`src/rtl/sha256_w_sched.sv`:
```
// SHA-256 message-schedule generator: 16-word sliding window producing W_0..W_63 in step with
// the round counter's ready. Optional round check enabled by SHA256_W_ROUND_CHECK_EN.
module sha256_w_sched (
  input  logic         clk,
  input  logic         reset_n,
  input  logic         load,
  input  logic [511:0] block,
  input  logic         ready,
  input  logic [5:0]   round_idx,
  output logic [31:0]  w,
  output logic         w_valid,
  output logic         busy,
  output logic         done,
  output logic         round_err
);

  typedef enum logic [1:0] {StIdle, StArmed, StRun, StDone} state_e;

  state_e      state_q, state_d;
  logic [31:0] win_q [16];
  logic [31:0] win_d [16];
  logic [5:0]  t_q, t_d;
  logic [31:0] nw;
  logic        load_win;
  logic        advance;

  function automatic logic [31:0] sig0(input logic [31:0] x);
    return {x[6:0], x[31:7]} ^ {x[17:0], x[31:18]} ^ {3'b000, x[31:3]};
  endfunction

  function automatic logic [31:0] sig1(input logic [31:0] x);
    return {x[16:0], x[31:17]} ^ {x[18:0], x[31:19]} ^ {10'b0, x[31:10]};
  endfunction

  assign nw = sig1(win_q[14]) + win_q[9] + sig0(win_q[1]) + win_q[0];

  always_comb begin
    state_d  = state_q;
    win_d    = win_q;
    t_d      = t_q;
    load_win = 1'b0;
    advance  = 1'b0;
    unique case (state_q)
      StIdle: begin
        if (load) begin
          load_win = 1'b1;
          state_d  = StArmed;
        end
      end
      StArmed: begin
        if (ready) begin
          advance = 1'b1;
          state_d = StRun;
        end
      end
      StRun: begin
        // Counter resets whenever ready drops, so a stalled schedule can never rejoin it.
        if (!ready) begin
          state_d = StIdle;
        end else if (t_q == 6'd63) begin
          state_d = StDone;
        end else begin
          advance = 1'b1;
        end
      end
      StDone: begin
        if (load) begin
          load_win = 1'b1;
          state_d  = StArmed;
        end else begin
          state_d = StIdle;
        end
      end
      default: state_d = StIdle;
    endcase

    if (load_win) begin
      for (int i = 0; i < 16; i++) begin
        win_d[i] = block[511-32*i -: 32];
      end
      t_d = 6'd0;
    end else if (advance) begin
      for (int i = 0; i < 15; i++) begin
        win_d[i] = win_q[i+1];
      end
      win_d[15] = nw;
      t_d       = t_q + 6'd1;
    end
  end

  always_ff @(posedge clk) begin
    if (!reset_n) begin
      state_q <= StIdle;
      t_q     <= 6'd0;
      for (int i = 0; i < 16; i++) begin
        win_q[i] <= 32'd0;
      end
    end else begin
      state_q <= state_d;
      t_q     <= t_d;
      win_q   <= win_d;
    end
  end

  assign busy    = (state_q == StArmed) || (state_q == StRun);
  assign w_valid = busy;
  assign w       = busy ? win_q[0] : 32'd0;
  assign done    = (state_q == StDone);

`ifdef SHA256_W_ROUND_CHECK_EN
  logic err_q;

  always_ff @(posedge clk) begin
    if (!reset_n) begin
      err_q <= 1'b0;
    end else if (load_win) begin
      err_q <= 1'b0;
    end else if (w_valid && ready && (round_idx != t_q)) begin
      err_q <= 1'b1;
    end
  end

  assign round_err = err_q;
`else
  logic unused_round_idx;
  assign unused_round_idx = ^round_idx;
  assign round_err        = 1'b0;
`endif

endmodule

```
`config.mk`:
```
export PLATFORM = sky130hd
export DESIGN_NAME = sha256_w_sched
export DESIGN_NICKNAME = d
export VERILOG_FILES = /design/src/rtl/sha256_w_sched.sv
export SDC_FILE = /design/constraint.sdc
export NUM_CORES = 2
export LEC_CHECK = 0
export CORE_UTILIZATION = 52
export DETAILED_ROUTE_END_ITERATION = 12
export PLACE_DENSITY = 0.85
export SYNTH_ARGS = -nofsm -noshare
export SYNTH_HDL_FRONTEND = slang
export SYNTH_SLANG_ARGS = --single-unit
```
`constraint.sdc`:
```
create_clock -name clk -period 5.5 [get_ports clk]
set_clock_uncertainty 0.1 [all_clocks]
set_input_delay 0.825 -clock clk [delete_from_list [all_inputs] [get_ports clk]]
set_output_delay 0.825 -clock clk [all_outputs]
set_load 0.05 [all_outputs]
```
==> flow_metrics.tcl <==
set metrics [dict create \
    run_status "complete, no violations" \
    period_needed_ns 4.72 \
    finalHoldViolCount 0 \
    nets 4436 \
    clk_path_buf_depth 3 \
    mappedNetlistNets 4129 \
    p_total_mw 23.1 \
    drc 0 \
    synthFlopType "dfxtp_1" \
    grt_pass1_vias 25000 \
    r2r-end "win_q[22]" \
    startpoint_type "register" \
    end_kind "register" \
    grt_overflow 0 \
    crit_arrival_ns 5.11 \
    die_h_microns 229 \
    place_congestion 1.00 \
    ys_async_sr_fraction_pct 0 \
    holdWs_ns 0.373 \
    rrSetupSlack_ns 0.78 \
    grt_pass1_wl_microns 153000 \
    dp_cells 4431 \
    grt_max_degree 203 \
    drt_iter0_markers 3819 \
    initial_core_util_pct 53.2 \
    setup_tns_ns 0 \
    fin_cells 4540 \
    n_fill_cell 4109 \
    postCtsSetupBuffers 0 \
    vdd_drop_max_mv 0.462 \
    worstRegToRegCells 14 \
    ant_nets 0 \
    avgSynthCellArea_sq_um 7.67 \
    synthCells 3508 \
    hold_start "win_q[300]" \
    slew_headroom_pct 30.4 \
    io_buffers 550 \
    rsz0062_at_grt "false" \
    max_freq_mhz 212 \
    worstSetupPathType "register to register" \
    finalCritPeriodShare_pct 85.9 \
    avgViaCountPerCell 5.98 \
    die_w_microns 229 \
    ys_seq_elements 520 \
    cts.clk_slew.worst_paths_ns 0.06 \
    max_stage_delay_ns 0.56 \
    synth_edf_count 0 \
    setup_viol 0 \
    wl_per_cell_microns 22.8 \
    cts_max_level 2 \
    required_ns 5.89 \
    power_density_mw_per_mm2 674 \
    crit_buf_inv 1 \
    dieArea_sq_mm 0.0526 \
    finalMaxSlewViolations 0 \
    drive_gt1_share_pct 3.78 \
    syn_to_final_growth_pct 27.3 \
    p_leak_nw 12.6 \
    row_count 82 \
    core-area_sq_mm 0.0506 \
    cts_num_sinks 520 \
    totalWireLength_microns 103000 \
    synth.distinct_cells 59 \
    synth_area_sq_mm 0.0269 \
    worst_pin_slew_ns 1.04 \
    hold_buffers 0 \
    crit_path_max_fanout 6 \
    min_to "win_q[332]" \
    r2r_start "win_q[55]" \
    cts_tree "built" \
    firstDrtPassIters 6 \
    cts_buffers 54 \
    clock_latency_ns 0.62 \
    place_hpwl_microns 76200 \
    slowest_stage "xnor2_1" \
    synth_warnings 0 \
    min_path_type "register to register" \
    num_vias 27200 \
    cts-root-buf "clkbuf_16" \
    antenna_found_initial 10 \
    path_cells "xor2_1 > xnor2_1 > fa_1 > fa_1 > inv_1 > ha_1 > nand3_1 > nor4_1 > o211ai_1 > nand2_1 > a21bo_2 > a21oi_1 > xor2_1 > a211oi_1" \
    cts_resized 0 \
    hold_depth 2 \
    crit_family "adder cells" \
    seq_area_frac_synth_pct 38.7 \
    num_io_pins 558 \
    grtUsageTotal_pct 38.2 \
    maxCapViolations 0 \
]
## logic make-up (layout without fill, tap and decap cells)
logic type                 after synthesis  after routing  synth area share, %
AOI/OAI and AO/OA                      732            732                 21.1
other                                    1             11               0.0139
buffers and inverters                  472            822                 6.88
xor gates and xnor gates               147            147                 4.81
muxes                                    2              2               0.0744
DFF                                    520            520                 38.7
and+or+nand+nor                       1535           1535                 22.1
adders and majority gates               99             99                 6.34
## layout make-up
| class | instances | area [sq um] | area share (%) |
|---|---|---|---|
| multi-input combinational | 2516 | 14700 | 42.8 |
| sequential | 520 | 10400 | 30.4 |
| timing repair buffer | 591 | 5990 | 17.5 |
| clock buffer | 80 | 1630 | 4.76 |
| tap | 672 | 841 | 2.46 |
| inverter | 132 | 503 | 1.47 |
| clock inverter | 19 | 175 | 0.512 |
| antenna | 10 | 25.0 | 0.0731 |
## flip-flops by register name, indices dropped and copies added, names as in the netlist
register,cells
win_q,512
t_q,6
state_q,2
## worst register-to-register path, cell delays in order, from the launching register on
cell and delay [ns]:
dfxtp_1 0.55, xor2_1 0.16, xnor2_1 0.56, fa_1 0.55, fa_1 0.50, inv_1 0.04, ha_1 0.40, nand3_1 0.16
nor4_1 0.43, o211ai_1 0.21, nand2_1 0.18, a21bo_2 0.20, a21oi_1 0.09, xor2_1 0.33, a211oi_1 0.13
## worst max path at each step
| stage | startpoint | endpoint | slack (ns) | cells past startpoint |
|---|---|---|---|---|
| global placement | win_q[50] | win_q[31] | 0.86 | 15 |
| detailed placement | win_q[50] | win_q[31] | 0.85 | 15 |
| global route | win_q[55] | win_q[22] | 0.61 | 14 |
| finish | win_q[55] | win_q[22] | 0.78 | 14 |
| floorplan | win_q[50] | win_q[31] | 1.36 | 16 |
| CTS | win_q[50] | win_q[31] | 0.83 | 15 |
## power by group
| part | total [mW] | internal, mW | switching (mW) |
|---|---|---|---|
| Clock | 3.73 | 2.15 | 1.59 |
| Sequential | 5.68 | 4.81 | 0.877 |
| Combinational | 13.7 | 4.93 | 8.73 |
## metal layers
layer / up-vias / global-route usage [%] / share of wire (%)
met4: 2 / 18.1 / 5.1
li1: 12600 / - / -
met2: 1472 / 60.1 / 45
met1: 12900 / 50.6 / 40
met3: 221 / 6.87 / 9.9
met5: - / 0 / 0.012
## synth_stat cells, types with 10 or more instances
cell | n | area [sq um]
a21oi_1 | 42 | 210
inv_1 | 131 | 492
xnor2_1 | 91 | 797
o21ai_0 | 48 | 240
clkbuf_1 | 277 | 1040
nand2_1 | 929 | 3490
ha_1 | 37 | 463
nor3_1 | 12 | 60.1
buf_2 | 52 | 260
o211ai_1 | 92 | 691
and2_1 | 34 | 213
a311oi_1 | 405 | 3550
dfxtp_1 | 520 | 10400
nor2_1 | 526 | 1970
a21o_1 | 17 | 128
a211oi_1 | 10 | 75.1
o21ai_1 | 64 | 320
o221ai_1 | 11 | 96.3
xor2_1 | 55 | 482
fa_1 | 62 | 1240
## layout by cell type, fill, tap and decap left out, types with 34 or more instances in the layout
cell and n:
a21oi_1 42, a311oi_1 405, and2_1 34, clkbuf_16 55
clkdlybuf4s50_1 550, dfxtp_1 520, fa_1 62, ha_1 37
inv_1 130, nand2_1 929, nor2_1 526, o211ai_1 92
o21ai_0 48, o21ai_1 64, xnor2_1 91, xor2_1 55
## per-stage QoR
step | area, sq um | worst slack [ns] | util [%]
global placement | 32400 | 0.864 | 64.1
finish | 34200 | 0.778 | 67.7
global route | 34200 | 0.610 | 67.7
CTS | 34200 | 0.827 | 67.6
detailed placement | 32400 | 0.852 | 64.1
floorplan | 26900 | 1.36 | -
Note: power is estimated with default switching activity, not from simulation.
